[config.mk]
export PLATFORM = sky130hd
export DESIGN_NAME = execute_unit_mc_flat
export DESIGN_NICKNAME = d
export VERILOG_FILES = /design/src/rtl/execute_unit_mc_pkg.sv /design/src/rtl/execute_unit_mc_if.sv /design/src/rtl/execute_unit_mc_iter_muldiv.sv /design/src/rtl/execute_unit_mc.sv /design/src/flat_wrapper.sv
export SDC_FILE = /design/constraint.sdc
export NUM_CORES = 2
export LEC_CHECK = 0
export ABC_AREA = 0
export BUFFER_PORTS_ARGS = -buffer_cell sky130_fd_sc_hd__buf_2
export CORE_MARGIN = 2
export CORE_UTILIZATION = 35
export CTS_BUF_LIST = sky130_fd_sc_hd__clkbuf_8
export CTS_CLUSTER_DIAMETER = 50
export CTS_CLUSTER_SIZE = 28
export DETAILED_ROUTE_END_ITERATION = 10
export GPL_TIMING_DRIVEN = 0
export PLACE_DENSITY_LB_ADDON = 0.1
export SLEW_MARGIN = 40
export SYNTH_ARGS = -nofsm -noshare
export SYNTH_HDL_FRONTEND = slang
export SYNTH_SLANG_ARGS = --single-unit
[constraint.sdc]
create_clock -name clk -period 5.5 [get_ports clk]
set_input_delay 1.1 -clock clk [delete_from_list [all_inputs] [get_ports clk]]
set_output_delay 1.1 -clock clk [all_outputs]
set_load 0.02 [all_outputs]
[src/rtl/execute_unit_mc_pkg.sv]
// Shared encodings for the multi-cycle execute stage: ALU ops, unit/mode selects, FSM states.
package execute_unit_mc_pkg;

    localparam int WORD = 64;

    typedef enum logic [3:0] {
        ALU_AND    = 4'b0000,
        ALU_ORR    = 4'b0001,
        ALU_ADD    = 4'b0010,
        ALU_EOR    = 4'b0011,
        ALU_LSL    = 4'b0100,
        ALU_LSR    = 4'b0101,
        ALU_SUB    = 4'b0110,
        ALU_PASS_B = 4'b0111,
        ALU_NOR    = 4'b1100
    } alu_op_e;

    typedef enum logic [1:0] {
        UNIT_ALU  = 2'b00,
        UNIT_MUL  = 2'b01,
        UNIT_DIV  = 2'b10,
        UNIT_RSVD = 2'b11
    } unit_sel_e;

    localparam logic [1:0] MD_MUL   = 2'b00;
    localparam logic [1:0] MD_UMULH = 2'b01;
    localparam logic [1:0] MD_SMULH = 2'b10;
    localparam logic [1:0] MD_UDIV  = 2'b00;
    localparam logic [1:0] MD_SDIV  = 2'b01;

    typedef enum logic [1:0] {
        ST_IDLE = 2'b00,
        ST_ITER = 2'b01,
        ST_FIX  = 2'b10,
        ST_DONE = 2'b11
    } state_e;

endpackage

[src/rtl/execute_unit_mc_if.sv]
// Operation/result handshake bundle between register-read, execute and memory stages.
interface execute_unit_mc_if import execute_unit_mc_pkg::*; #(
    parameter int WIDTH = WORD
);
    logic             in_valid;
    logic             in_ready;
    logic [WIDTH-1:0] pc;
    logic [WIDTH-1:0] imm;
    logic [WIDTH-1:0] rs1;
    logic [WIDTH-1:0] rs2;
    logic             alu_src;
    logic [3:0]       alu_op;
    logic [1:0]       unit_sel;
    logic [1:0]       md_mode;
    logic             update_sreg;
    logic             out_valid;
    logic             out_ready;
    logic [WIDTH-1:0] result;

    modport master (
        output in_valid, pc, imm, rs1, rs2, alu_src, alu_op, unit_sel, md_mode, update_sreg, out_ready,
        input  in_ready, out_valid, result
    );

    modport slave (
        input  in_valid, pc, imm, rs1, rs2, alu_src, alu_op, unit_sel, md_mode, update_sreg, out_ready,
        output in_ready, out_valid, result
    );
endinterface

[src/rtl/execute_unit_mc_iter_muldiv.sv]
// Iterative shift-add multiplier / restoring divider on magnitudes, sign fixed up on the way out.
// One step per cycle for WIDTH cycles after start; done pulses on the final step, res valid the cycle after.
module execute_unit_mc_iter_muldiv import execute_unit_mc_pkg::*; #(
    parameter int WIDTH  = WORD,
    parameter bit DIV_EN = 1'b1
) (
    input  logic             clk,
    input  logic             reset,
    input  logic             abort,
    input  logic             start,
    input  logic             div,
    input  logic [1:0]       mode,
    input  logic [WIDTH-1:0] a,
    input  logic [WIDTH-1:0] b,
    output logic             done,
    output logic [WIDTH-1:0] res
);
    localparam int CNT_W = $clog2(WIDTH) + 1;

    logic [CNT_W-1:0]   cnt;
    logic [WIDTH-1:0]   hi, lo, bmag;
    logic               is_div, neg, sel_hi, div0;
    logic               do_div, sgn_mode, sgn_a, sgn_b;
    logic [WIDTH-1:0]   amag, bmag_in, quo;
    logic [WIDTH:0]     mul_sum, div_rem, div_diff;
    logic [2*WIDTH-1:0] prod, prod_s;

    assign do_div   = DIV_EN && div;
    assign sgn_mode = do_div ? (mode == MD_SDIV) : (mode == MD_SMULH);
    assign sgn_a    = sgn_mode && a[WIDTH-1];
    assign sgn_b    = sgn_mode && b[WIDTH-1];
    assign amag     = sgn_a ? -a : a;
    assign bmag_in  = sgn_b ? -b : b;

    // hi:lo doubles as product accumulator (mul) or remainder:dividend/quotient (div).
    assign mul_sum  = {1'b0, hi} + (lo[0] ? {1'b0, bmag} : '0);
    assign div_rem  = {hi, lo[WIDTH-1]};
    assign div_diff = div_rem - {1'b0, bmag};

    always_ff @(posedge clk or negedge reset) begin
        if (!reset) begin
            cnt    <= '0;
            hi     <= '0;
            lo     <= '0;
            bmag   <= '0;
            is_div <= 1'b0;
            neg    <= 1'b0;
            sel_hi <= 1'b0;
            div0   <= 1'b0;
        end else if (abort) begin
            cnt <= '0;
        end else if (start) begin
            cnt    <= CNT_W'(WIDTH);
            hi     <= '0;
            lo     <= amag;
            bmag   <= bmag_in;
            is_div <= do_div;
            neg    <= sgn_a ^ sgn_b;
            sel_hi <= !do_div && (mode == MD_UMULH || mode == MD_SMULH);
            div0   <= (b == '0);
        end else if (cnt != '0) begin
            cnt <= cnt - 1'b1;
            if (is_div) begin
                if (!div_diff[WIDTH]) begin
                    hi <= div_diff[WIDTH-1:0];
                    lo <= {lo[WIDTH-2:0], 1'b1};
                end else begin
                    hi <= div_rem[WIDTH-1:0];
                    lo <= {lo[WIDTH-2:0], 1'b0};
                end
            end else begin
                hi <= mul_sum[WIDTH:1];
                lo <= {mul_sum[0], lo[WIDTH-1:1]};
            end
        end
    end

    assign done   = (cnt == CNT_W'(1));
    assign prod   = {hi, lo};
    assign prod_s = neg ? -prod : prod;
    assign quo    = neg ? -lo : lo;
    // Divide by zero reports 0; MIN / -1 wraps back to MIN through the negate.
    assign res    = is_div ? (div0 ? '0 : quo)
                           : (sel_hi ? prod_s[2*WIDTH-1:WIDTH] : prod_s[WIDTH-1:0]);

endmodule

[src/rtl/execute_unit_mc.sv]
// Execute stage: 1-cycle ALU with NZCV, WIDTH+2-cycle mul/div; result held in DONE until out_ready.
// in_ready only in IDLE or on the DONE handoff cycle (zero-bubble back-to-back); flush drops everything.
module execute_unit_mc import execute_unit_mc_pkg::*; #(
    parameter int WIDTH  = WORD,
    parameter bit DIV_EN = 1'b1
) (
    input  logic              clk,
    input  logic              reset,
    input  logic              flush,
    execute_unit_mc_if.slave  bus,
    output logic [WIDTH-1:0]  branch_target,
    output logic              negative,
    output logic              zero,
    output logic              carry,
    output logic              overflow,
    output logic              stall
);
    localparam int SH_W = $clog2(WIDTH);

    state_e           state, state_nxt;
    logic             accept, is_mul, is_div, is_div_sel;
    logic             load_alu, load_md, start_md, md_done;
    logic             alu_c, alu_v;
    logic [WIDTH-1:0] op_b, alu_res, md_res, result_q;
    logic [WIDTH:0]   add_full, sub_full;

    assign op_b       = bus.alu_src ? bus.imm : bus.rs2;
    assign bus.in_ready = (state == ST_IDLE) || (state == ST_DONE && bus.out_ready);
    assign accept     = bus.in_valid && bus.in_ready;
    assign stall      = bus.in_valid && !bus.in_ready;
    assign is_mul     = (bus.unit_sel == UNIT_MUL);
    assign is_div_sel = (bus.unit_sel == UNIT_DIV);
    assign is_div     = DIV_EN && is_div_sel;

    assign add_full = {1'b0, bus.rs1} + {1'b0, op_b};
    // a + ~b + 1: carry out is the no-borrow flag.
    assign sub_full = {1'b0, bus.rs1} + {1'b0, ~op_b} + (WIDTH+1)'(1);

    always_comb begin
        alu_res = '0;
        alu_c   = 1'b0;
        alu_v   = 1'b0;
        case (bus.alu_op)
            ALU_AND:    alu_res = bus.rs1 & op_b;
            ALU_ORR:    alu_res = bus.rs1 | op_b;
            ALU_EOR:    alu_res = bus.rs1 ^ op_b;
            ALU_LSL:    alu_res = bus.rs1 << op_b[SH_W-1:0];
            ALU_LSR:    alu_res = bus.rs1 >> op_b[SH_W-1:0];
            ALU_PASS_B: alu_res = op_b;
            ALU_NOR:    alu_res = ~(bus.rs1 | op_b);
            ALU_ADD: begin
                alu_res = add_full[WIDTH-1:0];
                alu_c   = add_full[WIDTH];
                alu_v   = (bus.rs1[WIDTH-1] == op_b[WIDTH-1]) && (alu_res[WIDTH-1] != bus.rs1[WIDTH-1]);
            end
            ALU_SUB: begin
                alu_res = sub_full[WIDTH-1:0];
                alu_c   = sub_full[WIDTH];
                alu_v   = (bus.rs1[WIDTH-1] != op_b[WIDTH-1]) && (alu_res[WIDTH-1] != bus.rs1[WIDTH-1]);
            end
            default: ;
        endcase
    end

    always_comb begin
        state_nxt = state;
        load_alu  = 1'b0;
        load_md   = 1'b0;
        start_md  = 1'b0;
        case (state)
            ST_ITER: if (md_done) state_nxt = ST_FIX;
            ST_FIX: begin
                state_nxt = ST_DONE;
                load_md   = 1'b1;
            end
            ST_DONE: if (bus.out_ready) state_nxt = ST_IDLE;
            default: ;
        endcase
        if (accept) begin
            if (is_mul || is_div) begin
                state_nxt = ST_ITER;
                start_md  = 1'b1;
            end else begin
                state_nxt = ST_DONE;
                load_alu  = 1'b1;
            end
        end
        if (flush) begin
            state_nxt = ST_IDLE;
            load_alu  = 1'b0;
            load_md   = 1'b0;
            start_md  = 1'b0;
        end
    end

    always_ff @(posedge clk or negedge reset) begin
        if (!reset) begin
            state    <= ST_IDLE;
            result_q <= '0;
            negative <= 1'b0;
            zero     <= 1'b0;
            carry    <= 1'b0;
            overflow <= 1'b0;
        end else begin
            state <= state_nxt;
            if (load_alu)
                result_q <= is_div_sel ? '0 : alu_res;
            else if (load_md)
                result_q <= md_res;
            // A DIV op completing through the ALU path (no divider) leaves the flags alone.
            if (load_alu && bus.update_sreg && !is_div_sel) begin
                negative <= alu_res[WIDTH-1];
                zero     <= (alu_res == '0);
                carry    <= alu_c;
                overflow <= alu_v;
            end
        end
    end

    execute_unit_mc_iter_muldiv #(.WIDTH(WIDTH), .DIV_EN(DIV_EN)) u_muldiv (
        .clk   (clk),
        .reset (reset),
        .abort (flush),
        .start (start_md),
        .div   (is_div),
        .mode  (bus.md_mode),
        .a     (bus.rs1),
        .b     (op_b),
        .done  (md_done),
        .res   (md_res)
    );

    assign bus.out_valid = (state == ST_DONE);
    assign bus.result    = result_q;
    assign branch_target = bus.pc + (bus.imm << 2);

endmodule
[src/flat_wrapper.sv]
// flat-port wrapper written by rule: the top's interface ports become plain ports
module execute_unit_mc_flat import execute_unit_mc_pkg::*;
#(
    parameter int WIDTH  = WORD,
    parameter bit DIV_EN = 1'b1
)
  (clk, reset, flush, branch_target, negative, zero, carry, overflow, stall, bus_in_valid, bus_pc, bus_imm, bus_rs1, bus_rs2, bus_alu_src, bus_alu_op, bus_unit_sel, bus_md_mode, bus_update_sreg, bus_out_ready, bus_in_ready, bus_out_valid, bus_result);
  execute_unit_mc_if #(.WIDTH(WIDTH)) bus_i ();
  input  logic clk;
  input  logic reset;
  input  logic flush;
  output logic [WIDTH-1:0] branch_target;
  output logic negative;
  output logic zero;
  output logic carry;
  output logic overflow;
  output logic stall;
  input wire logic [$bits(bus_i.in_valid)-1:0] bus_in_valid;
  input wire logic [$bits(bus_i.pc)-1:0] bus_pc;
  input wire logic [$bits(bus_i.imm)-1:0] bus_imm;
  input wire logic [$bits(bus_i.rs1)-1:0] bus_rs1;
  input wire logic [$bits(bus_i.rs2)-1:0] bus_rs2;
  input wire logic [$bits(bus_i.alu_src)-1:0] bus_alu_src;
  input wire logic [$bits(bus_i.alu_op)-1:0] bus_alu_op;
  input wire logic [$bits(bus_i.unit_sel)-1:0] bus_unit_sel;
  input wire logic [$bits(bus_i.md_mode)-1:0] bus_md_mode;
  input wire logic [$bits(bus_i.update_sreg)-1:0] bus_update_sreg;
  input wire logic [$bits(bus_i.out_ready)-1:0] bus_out_ready;
  output wire logic [$bits(bus_i.in_ready)-1:0] bus_in_ready;
  output wire logic [$bits(bus_i.out_valid)-1:0] bus_out_valid;
  output wire logic [$bits(bus_i.result)-1:0] bus_result;
  assign bus_i.in_valid = bus_in_valid;
  assign bus_i.pc = bus_pc;
  assign bus_i.imm = bus_imm;
  assign bus_i.rs1 = bus_rs1;
  assign bus_i.rs2 = bus_rs2;
  assign bus_i.alu_src = bus_alu_src;
  assign bus_i.alu_op = bus_alu_op;
  assign bus_i.unit_sel = bus_unit_sel;
  assign bus_i.md_mode = bus_md_mode;
  assign bus_i.update_sreg = bus_update_sreg;
  assign bus_i.out_ready = bus_out_ready;
  assign bus_in_ready = bus_i.in_ready;
  assign bus_out_valid = bus_i.out_valid;
  assign bus_result = bus_i.result;
  execute_unit_mc #(.WIDTH(WIDTH), .DIV_EN(DIV_EN)) u_core (.clk(clk), .reset(reset), .flush(flush), .bus(bus_i), .branch_target(branch_target), .negative(negative), .zero(zero), .carry(carry), .overflow(overflow), .stall(stall));
endmodule
==> summary.txt <==
Status
  – Status: complete, but fails checks
  – Violated checks: setup timing

Power and ir drop
  – Max rail drop VDD: 0.000235 V
  – Total power: 28.4 mW
  – Leakage: 26.5 nW
  – Power Density: 444 nW/µm²

STA
  – Setup Skew: 67.6 ps
  – Final Hold Viols: 0
  – Worst setup margin: -1380 ps
  – Final Critical Period: 6880 ps
  – Worst-Margin Slew: 1090 ps
  – RSZ-0062 raised after global routing: yes
  – Max-slew violation count: 0
  – Worst slew margin: 27.1%
  – FMAX: 145 MHz
  – Setup violators final: 43
  – Period utilization: 125%

Layout
  – Utilization after layout: 44.4%
  – Final nets: 8,269
  – Fill cell count: 14,938
  – Area growth syn-to-layout: 25.7%
  – Share of layout cells above drive strength 1: 23.2%

Logic synthesis
  – Net Count, Synth: 7,603
  – Synth cell types: 98
  – Post-synth ARST share: 100%
  – Post-synthesis sequential area ratio: 13.4%
  – Mapped Area: 50,900 µm²
  – Syn_area_per_cell: 7.39 µm²
  – Register bit total from synthesis: 273
  – Top FF cell, synth: dfrtp_1
  – Ys Warns: 0
  – Synth Instances: 6,888
  – Number of synthesized flops with an enable pin: 0

Clock network
  – CTS Sinks: 273
  – Clock buffer depth: 3
  – Post-CTS Hold Buffers: 0
  – H-Tree Depth: 2
  – Later-pin clock latency in the skew report: 670 ps
  – Root buffer cell: clkbuf_8
  – Clock-pin slew on the worst setup and hold paths: 120 ps
  – Total CTS buffers: 35
  – CTS tree: done

Setup path
  – CP most frequent cell: buf_4
  – CP max FO: 10
  – CP Class: in -> reg
  – CP peak stage delay: 540 ps
  – Crit. End Element: register
  – CP Cell Sequence: buf_2 > mux2i_4 > buf_12 > buf_4 > buf_4 > buf_4 > buf_4 > buf_6 > buf_4 > mux2i_2 > mux2i_2 > a22oi_1 > o211ai_1 > a21oi_4 > nand4b_1 > nor4_4 > and4b_2 > nand4_1 > or4_1 > o41ai_2
  – Worst Setup Start Kind: input port
  – Buf/Inv on CP: 8
  – CP Data Arrival Time: 7430 ps
  – Req. time, crit path: 6050 ps
  – Critical-path top delay cell: mux2i_2
  – Cell family with most CP delay: buffers and inverters

Global route
  – GR Util All Layers: 48.1%
  – Initial antenna violation count: 23
  – Vias in the first global route: 61,711
  – Pin count of the biggest net entering global routing: 69
  – Global-route wire length before repair: 500 mm
  – GRT overflow: 0

Floorplanning
  – Core Area: 144,000 µm²
  – Die ar.: 149,000 µm²
  – Initial Utilization: 35.4%
  – I/O pins: 406
  – Die W: 385 µm
  – Num rows: 139
  – Chip height: 385 µm

Drt
  – Routed wire length: 372 mm
  – Post-route antenna net violation count: 0
  – Vias: 64,494
  – Routed WL per cell: 39.2 µm
  – DR vias/cell: 6.79
  – DR pass1 iterations: 9
  – Residual DRC: 0
  – Starting DRT DRC Count: 7,820

Placement
  – IO Port Bufs: 402
  – Final Wtd Congestion: 1.12
  – Post-DP HPWL: 305 mm

Hold path
  – HP Class: in -> async

Flow run
  – Max-Cap Viols: 0
## final timing paths
check                                  startpoint                  endpoint  slack [ps]  depth (start not counted)
min reg2reg                 u_core.bus.result[14]     u_core.bus.result[14]         470                          2
max in group asynchronous                   reset     u_core.bus.result[54]        3800                          4
max reg2reg                u_core.u_muldiv.lo[54]     u_core.bus.result[21]          20                         12
min                                         reset  u_core.u_muldiv.bmag[11]         290                          1
max                                    bus_imm[2]               u_core.zero       -1380                         20
min in group clk            u_core.bus.result[14]     u_core.bus.result[14]         470                          2
## power by group
| part | switching, mW | internal [mW] |
|---|---|---|
| combinational | 14.7 | 7.57 |
| clock | 1.08 | 0.916 |
| sequential | 1.25 | 2.91 |
## metal layers
metal / share of wire, % / GRT usage, %
met2: 42 / 72.1
met3: 11 / 16.2
met5: 0.027 / 0
met1: 37 / 55.9
met4: 10 / 38.6
## cells by family after synthesis
family          synth area share [%]
compound gates                  30.9
simple gates                    18.9
buf+inv                         6.12
mux                             12.0
xor+xnor                        7.72
fa+ha+maj                       11.0
flops                           13.4
## layout by cell type (no fill, tap or decap), types with 112 or more instances in the layout
| cell | count |
|---|---|
| nand2_1 | 607 |
| nor2_1 | 586 |
| a21oi_1 | 559 |
| o21ai_0 | 466 |
| buf_2 | 418 |
| ha_1 | 401 |
| inv_1 | 304 |
| dfrtp_1 | 271 |
| xnor2_1 | 252 |
| clkbuf_1 | 216 |
| buf_4 | 193 |
| mux2i_1 | 185 |
| xor2_1 | 158 |
| o22ai_1 | 149 |
| a21o_1 | 148 |
| nand3_1 | 137 |
| nor3_1 | 114 |
| a22oi_1 | 112 |
## final cells by class
| cell class | instances | area, µm² | share of cell area, % |
|---|---|---|---|
| inverter | 326 | 1260 | 1.96 |
| multi-input combinational | 5819 | 45300 | 70.8 |
| antenna | 9 | 22.5 | 0.0352 |
| clock inverter | 25 | 360 | 0.563 |
| tap | 1903 | 2380 | 3.72 |
| sequential | 273 | 6830 | 10.7 |
| buffer | 454 | 2900 | 4.54 |
| timing repair buffer | 645 | 4420 | 6.90 |
| clock buffer | 38 | 523 | 0.817 |
## cell usage after synthesis, types with 76 or more instances
master	n	area share [%]
a211oi_1	80	1.2
a21o_1	150	2.2
a21oi_1	625	6.1
a22oi_1	116	1.7
a31oi_1	83	1.0
clkbuf_1	375	2.8
dfrtp_1	273	13
ha_1	439	11
inv_1	317	2.3
mux2i_1	284	5.6
mux4_2	111	4.9
nand2_1	617	4.5
nand3_1	143	1.4
nor2_1	616	4.5
nor3_1	134	1.3
o21ai_0	514	5.1
o221ai_1	76	1.3
o22ai_1	154	1.9
xnor2_1	290	5.0
xor2_1	159	2.7
## per-stage QoR
step | hold slack [ps] | setup TNS [ps] | setup WS [ps] | cells | area, µm²
after floorplan | 450 | -1450 | -766 | 6888 | 51400
after global placement | 452 | -1046250 | -4580 | 9193 | 55700
after detailed placement | 459 | -344010 | -4150 | 9225 | 56900
after CTS | 278 | -6220 | -1040 | 9430 | 62400
after global routing | 318 | -12650 | -1330 | 9485 | 64000
final | 293 | -12100 | -1380 | 9492 | 64000
## sequential cells by signal (all words and copies together) (netlist names)
signal                  count
u_core.bus.result          64
u_core.u_muldiv.bmag       64
u_core.u_muldiv.hi         64
u_core.u_muldiv.lo         64
u_core.u_muldiv.cnt         7
u_core.state                2
u_core.carry                1
u_core.negative             1
u_core.overflow             1
u_core.u_muldiv.div0        1
u_core.u_muldiv.is_div      1
u_core.u_muldiv.neg         1
u_core.u_muldiv.sel_hi      1
u_core.zero                 1
## timing repair
| action | CTS | global route |
|---|---|---|
| gates cloned | 3 | 0 |
| buffers inserted | 151 | 57 |
| endpoints found under the setup margin | 199 | 115 |
| pin swaps | 139 | 124 |
| resized for setup | 720 | 218 |
| hold endpoints to repair | 0 | 0 |
No activity file was read; power rests on OpenSTA's default activity.
